===== config.mk =====
export PLATFORM = sky130hd
export DESIGN_NAME = axi4_lite_slave_if_flat
export DESIGN_NICKNAME = d
export VERILOG_FILES = /design/src/rtl/axi4_lite_pkg.sv /design/src/rtl/axi4_lite_slave_if_if.sv /design/src/rtl/axi4_lite_slave_if_watchdog.sv /design/src/rtl/axi4_lite_slave_if.sv /design/src/flat_wrapper.sv
export SDC_FILE = /design/constraint.sdc
export NUM_CORES = 1
export LEC_CHECK = 0
export CAP_MARGIN = 20
export CELL_PAD_IN_SITES_DETAIL_PLACEMENT = 1
export CELL_PAD_IN_SITES_GLOBAL_PLACEMENT = 2
export CORE_MARGIN = 1
export CORE_UTILIZATION = 31
export CTS_CLUSTER_SIZE = 14
export DETAILED_ROUTE_END_ITERATION = 6
export MAX_ROUTING_LAYER = met4
export PLACE_DENSITY_LB_ADDON = 0.1
export SETUP_SLACK_MARGIN = 0.2
export SKIP_LAST_GASP = 1
export SYNTH_ARGS = -nofsm -noshare
export SYNTH_HDL_FRONTEND = slang
export SYNTH_HIERARCHICAL = 1
export SYNTH_SLANG_ARGS = --single-unit
export TNS_END_PERCENT = 1

===== constraint.sdc =====
create_clock -name clk -period 6.1 [get_ports clk]
set_clock_uncertainty 0.05 [all_clocks]
set_input_delay 1.22 -clock clk [delete_from_list [all_inputs] [get_ports clk]]
set_output_delay 1.22 -clock clk [all_outputs]
set_load 0.01 [all_outputs]

===== src/rtl/axi4_lite_pkg.sv =====
// Shared definitions for the AXI4-Lite slave endpoint: response codes,
// FSM state encoding and the read pattern returned on a backend timeout.
package axi4_lite_pkg;

  localparam logic [1:0] RESP_OKAY   = 2'b00;
  localparam logic [1:0] RESP_SLVERR = 2'b10;
  localparam logic [1:0] RESP_DECERR = 2'b11;

  localparam logic [31:0] TIMEOUT_RDATA = 32'hDEAD_BEEF;

  typedef enum logic [1:0] {
    ST_IDLE     = 2'd0,
    ST_MEM_WAIT = 2'd1,
    ST_WR_RESP  = 2'd2,
    ST_RD_RESP  = 2'd3
  } state_e;

  // Map a backend completion to the AXI response code.
  function automatic logic [1:0] mem_resp(input logic err);
    return err ? RESP_SLVERR : RESP_OKAY;
  endfunction

endpackage


===== src/rtl/axi4_lite_slave_if_if.sv =====
// AXI4-Lite bus bundle (AW, W, B, AR, R channels) with master/slave views.
interface axi4_lite_slave_if_if #(
  parameter int ADDR_WIDTH = 32
);
  logic [ADDR_WIDTH-1:0] awaddr;
  logic [2:0]            awprot;
  logic                  awvalid;
  logic                  awready;

  logic [31:0]           wdata;
  logic [3:0]            wstrb;
  logic                  wvalid;
  logic                  wready;

  logic [1:0]            bresp;
  logic                  bvalid;
  logic                  bready;

  logic [ADDR_WIDTH-1:0] araddr;
  logic [2:0]            arprot;
  logic                  arvalid;
  logic                  arready;

  logic [31:0]           rdata;
  logic [1:0]            rresp;
  logic                  rvalid;
  logic                  rready;

  modport master (
    output awaddr, awprot, awvalid, wdata, wstrb, wvalid, bready,
    output araddr, arprot, arvalid, rready,
    input  awready, wready, bresp, bvalid, arready, rdata, rresp, rvalid
  );

  modport slave (
    input  awaddr, awprot, awvalid, wdata, wstrb, wvalid, bready,
    input  araddr, arprot, arvalid, rready,
    output awready, wready, bresp, bvalid, arready, rdata, rresp, rvalid
  );
endinterface


===== src/rtl/axi4_lite_slave_if_watchdog.sv =====
// Backend watchdog: reloads to LIMIT while loaded, counts down while
// enabled, and flags expiry once the count reaches zero.
module axi_slave_watchdog #(
  parameter int unsigned LIMIT = 256
) (
  input  logic clk,
  input  logic rst_n,
  input  logic load,
  input  logic count,
  output logic expire
);
  localparam int W = $clog2(LIMIT + 1);

  logic [W-1:0] cnt;

  // Down-counter that saturates at zero.
  always_ff @(posedge clk or negedge rst_n) begin
    if (!rst_n) begin
      cnt <= '0;
    end else if (load) begin
      cnt <= W'(LIMIT);
    end else if (count && (cnt != '0)) begin
      cnt <= cnt - W'(1);
    end
  end

  assign expire = (cnt == '0);
endmodule


===== src/rtl/axi4_lite_slave_if.sv =====
// AXI4-Lite slave endpoint bridging to a single-beat native memory port.
// One transaction outstanding; alternating read/write arbitration.
// Optional backend watchdog enabled by defining AXI_SLAVE_TIMEOUT_EN.
//
// state       | meaning
// ST_IDLE     | collecting AW/W, arbitrating against AR, decoding
// ST_MEM_WAIT | backend request issued, waiting for mem_ready
// ST_WR_RESP  | BVALID asserted, waiting for BREADY
// ST_RD_RESP  | RVALID asserted, waiting for RREADY
module axi4_lite_slave_if
  import axi4_lite_pkg::*;
#(
  parameter int                    ADDR_WIDTH     = 32,
  parameter logic [ADDR_WIDTH-1:0] BASE_ADDR      = 'h0000_0000,
  parameter logic [ADDR_WIDTH-1:0] ADDR_SPAN      = 'h0001_0000,
  parameter int unsigned           TIMEOUT_CYCLES = 256
) (
  input  logic                  clk,
  input  logic                  rst_n,
  axi4_lite_slave_if_if.slave   axi,
  output logic [ADDR_WIDTH-1:0] mem_addr,
  output logic [31:0]           mem_wdata,
  output logic [3:0]            mem_wstrb,
  output logic                  mem_req,
  output logic                  mem_wr,
  input  logic [31:0]           mem_rdata,
  input  logic                  mem_ready,
  input  logic                  mem_error
);

  state_e                state;
  logic                  aw_held, w_held, last_was_write, is_write;
  logic [ADDR_WIDTH-1:0] awaddr_q;
  logic [31:0]           wdata_q;
  logic [3:0]            wstrb_q;

  logic                  in_idle, ar_fire, aw_fire, w_fire, wr_grant;
  logic                  wr_in_win, rd_in_win, timed_out;
  logic [ADDR_WIDTH-1:0] wr_addr, wr_off, rd_off;
  logic [31:0]           wr_data;
  logic [3:0]            wr_strb;

  assign in_idle = (state == ST_IDLE);

  // Read is offered only when no write has been partially collected and
  // either no write is being presented or it is the read's turn.
  assign axi.arready = in_idle && !aw_held && !w_held &&
                       (!(axi.awvalid || axi.wvalid) || last_was_write);
  assign ar_fire     = axi.arready && axi.arvalid;
  assign axi.awready = in_idle && !aw_held && !ar_fire;
  assign axi.wready  = in_idle && !w_held && !ar_fire;
  assign aw_fire     = axi.awready && axi.awvalid;
  assign w_fire      = axi.wready && axi.wvalid;

  // The write is granted in the cycle its last half arrives, using the
  // live bus value for whichever half is not yet held.
  assign wr_grant = in_idle && (aw_held || aw_fire) && (w_held || w_fire);
  assign wr_addr  = aw_held ? awaddr_q : axi.awaddr;
  assign wr_data  = w_held  ? wdata_q  : axi.wdata;
  assign wr_strb  = w_held  ? wstrb_q  : axi.wstrb;

  // Unsigned offset compare also rejects addresses below BASE_ADDR.
  assign wr_off    = wr_addr - BASE_ADDR;
  assign rd_off    = axi.araddr - BASE_ADDR;
  assign wr_in_win = (wr_off < ADDR_SPAN);
  assign rd_in_win = (rd_off < ADDR_SPAN);

  logic unused_bits;
  assign unused_bits = ^{axi.awprot, axi.arprot, wr_off[1:0], rd_off[1:0]};

`ifdef AXI_SLAVE_TIMEOUT_EN
  logic wd_expire;

  axi_slave_watchdog #(.LIMIT(TIMEOUT_CYCLES)) u_watchdog (
    .clk    (clk),
    .rst_n  (rst_n),
    .load   (state != ST_MEM_WAIT),
    .count  (state == ST_MEM_WAIT),
    .expire (wd_expire)
  );

  assign timed_out = wd_expire;
`else
  localparam int unsigned unused_timeout_cycles = TIMEOUT_CYCLES;
  assign timed_out = 1'b0;
`endif

  // Transaction FSM with registered AXI responses and backend request.
  always_ff @(posedge clk or negedge rst_n) begin
    if (!rst_n) begin
      state          <= ST_IDLE;
      aw_held        <= 1'b0;
      w_held         <= 1'b0;
      last_was_write <= 1'b0;
      is_write       <= 1'b0;
      awaddr_q       <= '0;
      wdata_q        <= '0;
      wstrb_q        <= '0;
      axi.bvalid     <= 1'b0;
      axi.bresp      <= RESP_OKAY;
      axi.rvalid     <= 1'b0;
      axi.rresp      <= RESP_OKAY;
      axi.rdata      <= '0;
      mem_req        <= 1'b0;
      mem_wr         <= 1'b0;
      mem_addr       <= '0;
      mem_wdata      <= '0;
      mem_wstrb      <= '0;
    end else begin
      mem_req <= 1'b0;
      case (state)
        ST_IDLE: begin
          if (aw_fire) begin
            aw_held  <= 1'b1;
            awaddr_q <= axi.awaddr;
          end
          if (w_fire) begin
            w_held  <= 1'b1;
            wdata_q <= axi.wdata;
            wstrb_q <= axi.wstrb;
          end
          if (wr_grant) begin
            aw_held        <= 1'b0;
            w_held         <= 1'b0;
            last_was_write <= 1'b1;
            is_write       <= 1'b1;
            if (wr_in_win) begin
              mem_req   <= 1'b1;
              mem_wr    <= 1'b1;
              mem_addr  <= {wr_off[ADDR_WIDTH-1:2], 2'b00};
              mem_wdata <= wr_data;
              mem_wstrb <= wr_strb;
              state     <= ST_MEM_WAIT;
            end else begin
              axi.bvalid <= 1'b1;
              axi.bresp  <= RESP_DECERR;
              state      <= ST_WR_RESP;
            end
          end else if (ar_fire) begin
            last_was_write <= 1'b0;
            is_write       <= 1'b0;
            if (rd_in_win) begin
              mem_req   <= 1'b1;
              mem_wr    <= 1'b0;
              mem_addr  <= {rd_off[ADDR_WIDTH-1:2], 2'b00};
              mem_wdata <= '0;
              mem_wstrb <= 4'hF;
              state     <= ST_MEM_WAIT;
            end else begin
              axi.rvalid <= 1'b1;
              axi.rresp  <= RESP_DECERR;
              axi.rdata  <= '0;
              state      <= ST_RD_RESP;
            end
          end
        end
        ST_MEM_WAIT: begin
          if (mem_ready) begin
            if (is_write) begin
              axi.bvalid <= 1'b1;
              axi.bresp  <= mem_resp(mem_error);
              state      <= ST_WR_RESP;
            end else begin
              axi.rvalid <= 1'b1;
              axi.rresp  <= mem_resp(mem_error);
              axi.rdata  <= mem_rdata;
              state      <= ST_RD_RESP;
            end
          end else if (timed_out) begin
            if (is_write) begin
              axi.bvalid <= 1'b1;
              axi.bresp  <= RESP_SLVERR;
              state      <= ST_WR_RESP;
            end else begin
              axi.rvalid <= 1'b1;
              axi.rresp  <= RESP_SLVERR;
              axi.rdata  <= TIMEOUT_RDATA;
              state      <= ST_RD_RESP;
            end
          end
        end
        ST_WR_RESP: begin
          if (axi.bready) begin
            axi.bvalid <= 1'b0;
            state      <= ST_IDLE;
          end
        end
        ST_RD_RESP: begin
          if (axi.rready) begin
            axi.rvalid <= 1'b0;
            state      <= ST_IDLE;
          end
        end
        default: state <= ST_IDLE;
      endcase
    end
  end

endmodule


===== src/flat_wrapper.sv =====
// flat-port wrapper written by rule: the top's interface ports become plain ports
module axi4_lite_slave_if_flat import axi4_lite_pkg::*;
#(
  parameter int                    ADDR_WIDTH     = 32,
  parameter logic [ADDR_WIDTH-1:0] BASE_ADDR      = 'h0000_0000,
  parameter logic [ADDR_WIDTH-1:0] ADDR_SPAN      = 'h0001_0000,
  parameter int unsigned           TIMEOUT_CYCLES = 256
)
  (clk, rst_n, mem_addr, mem_wdata, mem_wstrb, mem_req, mem_wr, mem_rdata, mem_ready, mem_error, axi_awaddr, axi_awprot, axi_awvalid, axi_wdata, axi_wstrb, axi_wvalid, axi_bready, axi_araddr, axi_arprot, axi_arvalid, axi_rready, axi_awready, axi_wready, axi_bresp, axi_bvalid, axi_arready, axi_rdata, axi_rresp, axi_rvalid);
  axi4_lite_slave_if_if #(.ADDR_WIDTH(ADDR_WIDTH)) axi_i ();
  input  logic clk;
  input  logic rst_n;
  output logic [ADDR_WIDTH-1:0] mem_addr;
  output logic [31:0] mem_wdata;
  output logic [3:0] mem_wstrb;
  output logic mem_req;
  output logic mem_wr;
  input  logic [31:0] mem_rdata;
  input  logic mem_ready;
  input  logic mem_error;
  input wire logic [$bits(axi_i.awaddr)-1:0] axi_awaddr;
  input wire logic [$bits(axi_i.awprot)-1:0] axi_awprot;
  input wire logic [$bits(axi_i.awvalid)-1:0] axi_awvalid;
  input wire logic [$bits(axi_i.wdata)-1:0] axi_wdata;
  input wire logic [$bits(axi_i.wstrb)-1:0] axi_wstrb;
  input wire logic [$bits(axi_i.wvalid)-1:0] axi_wvalid;
  input wire logic [$bits(axi_i.bready)-1:0] axi_bready;
  input wire logic [$bits(axi_i.araddr)-1:0] axi_araddr;
  input wire logic [$bits(axi_i.arprot)-1:0] axi_arprot;
  input wire logic [$bits(axi_i.arvalid)-1:0] axi_arvalid;
  input wire logic [$bits(axi_i.rready)-1:0] axi_rready;
  output wire logic [$bits(axi_i.awready)-1:0] axi_awready;
  output wire logic [$bits(axi_i.wready)-1:0] axi_wready;
  output wire logic [$bits(axi_i.bresp)-1:0] axi_bresp;
  output wire logic [$bits(axi_i.bvalid)-1:0] axi_bvalid;
  output wire logic [$bits(axi_i.arready)-1:0] axi_arready;
  output wire logic [$bits(axi_i.rdata)-1:0] axi_rdata;
  output wire logic [$bits(axi_i.rresp)-1:0] axi_rresp;
  output wire logic [$bits(axi_i.rvalid)-1:0] axi_rvalid;
  assign axi_i.awaddr = axi_awaddr;
  assign axi_i.awprot = axi_awprot;
  assign axi_i.awvalid = axi_awvalid;
  assign axi_i.wdata = axi_wdata;
  assign axi_i.wstrb = axi_wstrb;
  assign axi_i.wvalid = axi_wvalid;
  assign axi_i.bready = axi_bready;
  assign axi_i.araddr = axi_araddr;
  assign axi_i.arprot = axi_arprot;
  assign axi_i.arvalid = axi_arvalid;
  assign axi_i.rready = axi_rready;
  assign axi_awready = axi_i.awready;
  assign axi_wready = axi_i.wready;
  assign axi_bresp = axi_i.bresp;
  assign axi_bvalid = axi_i.bvalid;
  assign axi_arready = axi_i.arready;
  assign axi_rdata = axi_i.rdata;
  assign axi_rresp = axi_i.rresp;
  assign axi_rvalid = axi_i.rvalid;
  axi4_lite_slave_if #(.ADDR_WIDTH(ADDR_WIDTH), .BASE_ADDR(BASE_ADDR), .ADDR_SPAN(ADDR_SPAN), .TIMEOUT_CYCLES(TIMEOUT_CYCLES)) u_core (.clk(clk), .rst_n(rst_n), .axi(axi_i), .mem_addr(mem_addr), .mem_wdata(mem_wdata), .mem_wstrb(mem_wstrb), .mem_req(mem_req), .mem_wr(mem_wr), .mem_rdata(mem_rdata), .mem_ready(mem_ready), .mem_error(mem_error));
endmodule

Word-level counts from Yosys, hierarchy flattened
Cells that the tools add are included.
{"block": "totals", "ff_bits": 181, "in_bits": 147, "output_inout_bits": 111}
{"block": "op_classes", "n_lt_le_gt_ge": 2, "n_eq_ne": 15, "n_mux": 70, "reduce_logical": 38}
{"op": "32-bit 2-to-1 mux", "count": 15}
{"op": "32-bit by 17-bit < comparator with 1-bit output (second input constant)", "count": 2}
{"op": "32-bit case mux with 2 select lines", "count": 1}
{"op": "2-bit 2-to-1 mux", "count": 17}
{"op": "1-bit 2-to-1 mux", "count": 27}
{"op": "4-bit 2-to-1 mux", "count": 5}
{"op": "2-bit != test (second input constant)", "count": 10}
{"op": "6-bit AND reduction", "count": 2}
{"op": "1-bit logical AND", "count": 11}
{"op": "2-bit AND reduction", "count": 5}
{"op": "2-bit nonzero test", "count": 5}
{"op": "2-bit case mux with 2 select lines", "count": 2}
{"op": "2-bit case mux with 4 select lines", "count": 1}
{"op": "4-bit AND reduction", "count": 2}
{"op": "7-bit AND reduction", "count": 1}
{"op": "1-bit case mux with 3 select lines", "count": 2}
{"op": "3-bit nonzero test", "count": 2}
{"op": "5-bit AND reduction", "count": 1}
{"op": "2-bit == test (second input constant)", "count": 2}
{"op": "1-bit logical NOT", "count": 4}
{"op": "1-bit logical OR", "count": 4}
{"op": "3-bit != test (second input constant)", "count": 1}
{"op": "2-bit by 1-bit == test with 1-bit output (second input constant)", "count": 1}
{"op": "2-bit logical NOT", "count": 1}
{"op": "2-bit by 1-bit != test with 1-bit output (second input constant)", "count": 1}

Longest topological paths before layout
Gate-level depths: netlist (run 1).
{"block": "logic_depth", "depth_word": 13, "mapped_depth": 10}

Worst setup path before layout (run 1)
OpenSTA, ideal clock, no wires.
{"block": "synth_timing", "path_type": "input -> output", "startpoint": "input port axi_awvalid", "endpoint": "output port axi_wready", "t_arrival_ns": 1.962, "t_required_ns": 4.830, "setup_slack_ns": 2.868, "stages": 5, "n_path_buf": 1, "path_cell_list": "o21bai_1 and3_1 buf_2 nand2b_1 nor2_1"}
{"block": "synth_between", "elab_chain_cells": 7}
{"item": "start: declaration", "line": "flat_wrapper.sv:23", "text": "input wire logic [$bits(axi_i.awvalid)-1:0] axi_awvalid;"}
{"item": "1-bit logical OR", "line": "axi4_lite_slave_if.sv:48", "text": "(!(axi.awvalid || axi.wvalid) || last_was_write);"}
{"item": "1-bit logical NOT", "line": "axi4_lite_slave_if.sv:48"}
{"item": "1-bit logical OR", "line": "axi4_lite_slave_if.sv:48"}
{"item": "1-bit logical AND", "line": "axi4_lite_slave_if.sv:47", "text": "assign axi.arready = in_idle && !aw_held && !w_held &&"}
{"item": "1-bit logical AND", "line": "axi4_lite_slave_if.sv:49", "text": "assign ar_fire = axi.arready && axi.arvalid;"}
{"item": "1-bit logical NOT", "line": "axi4_lite_slave_if.sv:51", "text": "assign axi.wready = in_idle && !w_held && !ar_fire;"}
{"item": "1-bit logical AND", "line": "axi4_lite_slave_if.sv:51"}
{"item": "end: declaration", "line": "flat_wrapper.sv:33", "text": "output wire logic [$bits(axi_i.wready)-1:0] axi_wready;"}
Every way passes these cells.

Final worst setup path (run 1)
Ends and elaborated chain as after synthesis.

==> results.cfg, run 1 <==
[status]
outcome = finished clean

[synthesis]
seq_area_frac_synth_pct = 58.9
yosysTopAreaCellShare_pct = 58.9
avgSynthCellArea_um2 = 12.9
synthArstFlopShare_pct = 100
synth-edff-count = 0
synthCells = 583
syn_area_um2 = 7520
synthFlopType = dfrtp_1
synth_seq_cells = 177
synth_area_leader_cell = dfrtp_1
synthDistinctLibCells = 45
synth_warnings = 6
synth.area.top_cells = dfrtp_1 59%, mux2_2 9.3%, mux2i_1 6.7%

[pwr]
p_seq_share_pct = 42.1
vdd_ir_drop_max_v = 0.000151
clkPwrFrac_pct = 25.2
powerDensity_nw_per_um2 = 387
power_uw = 4180
combPwrFrac_pct = 32.6
internal_power_uw = 2880
p_leak_uw = 0.00462
swShare_pct = 31.1
p_sw_uw = 1300

[place]
portBuffers = 245
dp.cells = 1114
place_area_um2 = 10200
hpwl_um = 14300
gp_congestion = 0.725

[floorplan]
floorplan.initialDensity_pct = 31.9
io-pin-count = 258
num_rows = 56
fp.dieW_um = 158
die_h_um = 158
dieArea_um2 = 24900
core_area_um2 = 23600

[critical_path]
worstPathRequired_ns = 4.83
end_kind = output port
crit_arrival_ns = 3.10
cp_max_fo = 7
critPathMostFrequentCell = clkdlybuf4s50_1
crit_type = in -> out
crit_slowest_cell = clkdlybuf4s50_1
crit_chain = clkdlybuf4s50_1 > o21bai_1 > and3_1 > nand2b_1 > nor2_1 > clkdlybuf4s50_1
slowest_delay_ns = 0.59
crit_path_start_kind = input pin

[sta]
slew_viol_final = 0
worstMarginPinSlew_ns = 1.16
setup_viol = 0
maxSlewHeadroom_pct = 22.8
period_needed_ns = 4.37
fin_setup_tns_ns = 0
maxClockFrequency_mhz = 229
rsz0062_at_grt = no
finalCritPeriodShare_pct = 71.6
finalHoldViolCount = 0

[clock_network]
cts_htree_levels = 4
clock_latency_ns = 0.42
clk_pin_slew_worst_paths_ns = 0.07
cts.path.max_buffers = 2
post_cts_resized = 0
cts.sink_count = 177
postCtsSetupBuffers = 0
cts_buffers = 17
cts.hold.buffers_added = 0
clockRootBuffer = clkbuf_16
cts_tree = built

[cells_and_area]
fin_cells = 1146
drive_gt1_share_pct = 17.3
fin_util_pct = 45.8
layout_commonest_cell = clkdlybuf4s50_1
antenna_cells = 0
nNetsFinal = 961
design_area_um2 = 10800
areaGrowthSynthToFinish_pct = 43.8
final_cell_mix = 244 x clkdlybuf4s50_1, 176 x dfrtp_1, 62 x mux2_2, 50 x mux2i_1, 32 x a22o_1

[drt]
remaining_drc_errors = 0
vias_per_cell = 4.84
ant_nets = 0
routed_wl_um = 21300
wl_per_cell_um = 18.6
drt_pass1_iterations = 4
num_vias = 5547
drt_iter0_drc = 240

[global_route]
grt_pass1_vias = 6200
grt.total_usage_pct = 18.3
overflow = 0
grt_pass1_wl_um = 33700
grt_antenna_before_repair = 0
grt_max_degree = 178

[min_path]
holdCritPathClass = reg -> reg

[run]
max_cap_violations = 0
==> cells in the mapped netlist (4+ instances only) <==
cell / instances
dfrtp_1: 177
mux2_2: 62
mux2i_1: 50
a22o_1: 32
nand3_1: 30
nand2_1: 24
and3_1: 18
inv_1: 18
o21ai_0: 18
clkbuf_1: 16
nor2_1: 15
o221ai_2: 14
o21ai_2: 12
nor3_1: 10
a21oi_1: 8
buf_2: 8
buf_6: 8
nor4_1: 8
o21ai_1: 8
buf_1: 5
buf_4: 5
mux2_1: 4
==> final timing paths <==
kind | from | end | slack, ns | cells past startpoint
max in group asynchronous | rst_n | u_core/w_held$_DFFE_PN0P_ | 4.19 | 2
setup reg to reg | u_core/w_held$_DFFE_PN0P_ | u_core/awaddr_q[17]$_DFFE_PN0P_ | 2.76 | 7
min in group asynchronous | rst_n | u_core/axi.rdata[14]$_DFFE_PN0P_ | 0.74 | 2
setup / recovery | axi_awvalid | axi_wready | 1.73 | 6
hold / removal | u_core/awaddr_q[9]$_DFFE_PN0P_ | u_core/awaddr_q[9]$_DFFE_PN0P_ | 0.45 | 1
hold reg to reg | u_core/awaddr_q[9]$_DFFE_PN0P_ | u_core/awaddr_q[9]$_DFFE_PN0P_ | 0.45 | 1
==> cells by family after synthesis <==
family | count (synthesis) | synth area share [%]
DFF | 177 | 58.9
and+or+nand+nor | 122 | 8.62
muxes | 116 | 16.5
AOI/OAI and AO/OA | 106 | 11.7
buffers and inverters | 61 | 4.24
other | 1 | 0.0499
==> critical path: cells and delay by family <==
family / cells / cell delay, ns
compound gates: 1 / 0.10
buf+inv: 2 / 1.12
simple gates: 3 / 0.64
==> per-layer routing <==
metal | up-vias | wire, µm | global-route usage [%]
li1 | 2581 | - | -
met4 | 0 | 125 | 4.02
met3 | 9 | 1420 | 5.23
met5 | - | 0 | -
met2 | 159 | 10800 | 30.3
met1 | 2798 | 9010 | 21.9
==> power by group through the flow <==
| stage | clock, µW | combinational, µW | sequential (µW) |
|---|---|---|---|
| floorplan | 0 | 773 | 1780 |
| global placement | 0 | 1340 | 1750 |
| detailed placement | 0 | 1390 | 1790 |
| CTS | 1100 | 1390 | 1770 |
| global route | 1150 | 1490 | 1820 |
| finish | 1050 | 1360 | 1760 |
==> flip-flops by register name, indices dropped and copies added, names as in the netlist, 2 cells and up <==
register,cells
u_core/awaddr_q,30
u_core/axi.bresp,2
u_core/axi.rdata,32
u_core/axi.rresp,2
u_core/mem_addr,30
u_core/mem_wdata,32
u_core/mem_wstrb,4
u_core/state,2
u_core/wdata_q,32
u_core/wstrb_q,4
==> per-stage QoR <==
step           setup WS (ns)  hold WS, ns
2_1_floorplan           2.87        0.408
3_3_place_gp            1.77        0.416
3_5_place_dp            1.73        0.430
4_1_cts                 1.72        0.455
5_1_grt                 1.59        0.469
6_report                1.73        0.451
==> layout make-up <==
type,instances,area [µm²]
clock buffers,19,443
clock inverters,13,123
fillers,2459,12800
inverters,18,67.6
multi-input cells,346,2800
flip-flops and latches,177,4430
well taps,319,399
repair buffers,254,2550
Note: power is estimated with default switching activity, not from simulation.
==> inputs of run 2 (changes only) <==
Settings changed: CORE_UTILIZATION 31 to 29.
Clock period 6.1 ns to 4.1 ns, I/O delays scaled along.
==> run 2 against run 1 <==
Net effect: sequential share of layout area fell by 0.30 points; worst hold slack lost 0.088 ns; die area increased by 6.8%; final cell count rose by 1.3%; flip-flop and latch count unchanged; register-to-register slack worse by 1.4 ns; design area rose by 0.74%; clock-buffer cell count down 1; core utilization fell by 2.8 points; non-clock buffer count grew 4; critical path depth unchanged; largest cell class unchanged.
==> results.cfg, run 2 (synthesis results as in run 1) <==
[status]
outcome = finished clean

[cells_and_area]
final_cell_mix = 244 x clkdlybuf4s50_1, 176 x dfrtp_1, 62 x mux2_2, 50 x mux2i_1, 32 x a22o_1
layout_commonest_cell = clkdlybuf4s50_1
antenna_cells = 0
fin_util_pct = 43.0
fillers = 2634
reg_top3 = u_core/axi.rdata (32), u_core/mem_wdata (32), u_core/wdata_q (32)
nNetsFinal = 965
fin_cells = 1161
drive_gt1_share_pct = 17.8
areaGrowthSynthToFinish_pct = 44.8

[sta]
setup_ws_ns = 0.523
maxSlewHeadroom_pct = 44.6
maxClockFrequency_mhz = 280
fin_setup_tns_ns = 0
period_needed_ns = 3.58
slew_viol_final = 0
worstMarginPinSlew_ns = 0.831
rsz0062_at_grt = no
finalCritPeriodShare_pct = 87.2
setup_viol = 0
finalHoldViolCount = 0

[pwr]
p_sw_uw = 1960
swShare_pct = 31.0
p_seq_share_pct = 41.6
powerDensity_nw_per_um2 = 581
clkPwrFrac_pct = 26.3
internal_power_uw = 4370
combPwrFrac_pct = 32.1
p_leak_uw = 0.00465
vdd_ir_drop_max_v = 0.000282

[floorplan]
floorplan.initialDensity_pct = 29.7
num_rows = 58
core_area_um2 = 25300
fp.dieW_um = 163
die_h_um = 163
dieArea_um2 = 26600
io-pin-count = 258

[clock_network]
cts_buffers = 17
clk_pin_slew_worst_paths_ns = 0.07
post_cts_resized = 0
postCtsSetupBuffers = 0
clockRootBuffer = clkbuf_16
clock_latency_ns = 0.43
cts_tree = built
cts.sink_count = 177
cts.hold.buffers_added = 0
cts.path.max_buffers = 2
cts_htree_levels = 4

[critical_path]
crit_path_start_kind = input pin
cp_max_fo = 7
r2r_start = u_core/state[1]$_DFFE_PN0P_
worstPathRequired_ns = 3.23
crit_arrival_ns = 2.71
crit_type = in -> out
ff2ff_setup_slack_ns = 1.35
slowest_delay_ns = 0.61
critPathMostFrequentCell = clkdlybuf4s50_1
crit_chain = clkdlybuf4s50_1 > o21bai_1 > and3_1 > nand2b_1 > nor2_1 > clkdlybuf4s50_1
crit_slowest_cell = clkdlybuf4s50_1
end_kind = output port
critPathLaunch = axi_awvalid

[global_route]
grt_pass1_vias = 6240
overflow = 0
grt_max_degree = 85
grt_antenna_before_repair = 0
grt_pass1_wl_um = 34000
grt.total_usage_pct = 17.1

[place]
dp.cells = 1129
hpwl_um = 14900
portBuffers = 245
place_ws_ns = 0.514
gp_congestion = 0.806

[drt]
ant_nets = 0
wl_per_cell_um = 18.3
drt_iter0_drc = 210
num_vias = 5584
vias_per_cell = 4.81
remaining_drc_errors = 0
routed_wl_um = 21200
drt_pass1_iterations = 4

[min_path]
holdCritPathClass = in -> async

[run]
max_cap_violations = 0
-- run 2: changes by cell type in the layout (fill, tap and decap cells not counted), sizes merged --
cell	delta
buf	+4
bufinv	+1
clkbuf	-1
clkinv	+2
clkinvlp	-1
inv	-1
-- run 2: per-layer routing --
metal	routed length (µm)	track usage (%)	part of all wire (%)	up-vias
met1	9090	20.4	43	2822
met5	0	-	0	-
li1	-	-	-	2583
met2	10500	28.2	49	162
met4	287	4.89	1.4	0
met3	1370	4.60	6.4	17
-- run 2: final timing paths --
path / end / cells after the start
hold reg to reg: u_core/awaddr_q[15]$_DFFE_PN0P_ / 1
max in group asynchronous: u_core/axi.rdata[6]$_DFFE_PN0P_ / 2
setup reg to reg: u_core/mem_addr[31]$_DFFE_PN0P_ / 6
min in group clk: u_core/awaddr_q[15]$_DFFE_PN0P_ / 1
setup / recovery: axi_wready / 6
hold / removal: u_core/axi.rdata[18]$_DFFE_PN0P_ / 1
-- run 2: final cells by class --
| class | instances | area, µm² | area share (%) |
|---|---|---|---|
| flip-flops and latches | 177 | 4430 | 40.7 |
| repair buffers | 258 | 2580 | 23.6 |
| clock buffers | 18 | 439 | 4.03 |
| well taps | 330 | 413 | 3.79 |
| inverters | 18 | 67.6 | 0.620 |
| clock inverters | 14 | 170 | 1.56 |
| multi-input cells | 346 | 2800 | 25.7 |
-- run 2: power by group through the flow --
stage	Combinational [µW]	Clock [µW]	Sequential (µW)
floorplan	1150	0	2650
global placement	2000	0	2620
detailed placement	2060	0	2670
CTS	2070	1730	2630
global route	2220	1790	2710
finish	2030	1670	2630
-- run 2: through the flow --
stage	power, µW	hold slack, ns	instance area [µm²]
finish	6320	0.363	10900
global route	6720	0.443	10900
CTS	6430	0.421	10900
detailed placement	4730	0.432	10300
global placement	4620	0.417	10300
floorplan	3800	0.408	7530
-- run 2: critical path, delay by kind of cell --
| family | cells | cell delay, ns |
|---|---|---|
| buffers and inverters | 2 | 1.13 |
| AND/OR/NAND/NOR | 3 | 0.64 |
| AO/OA/AOI/OAI | 1 | 0.10 |
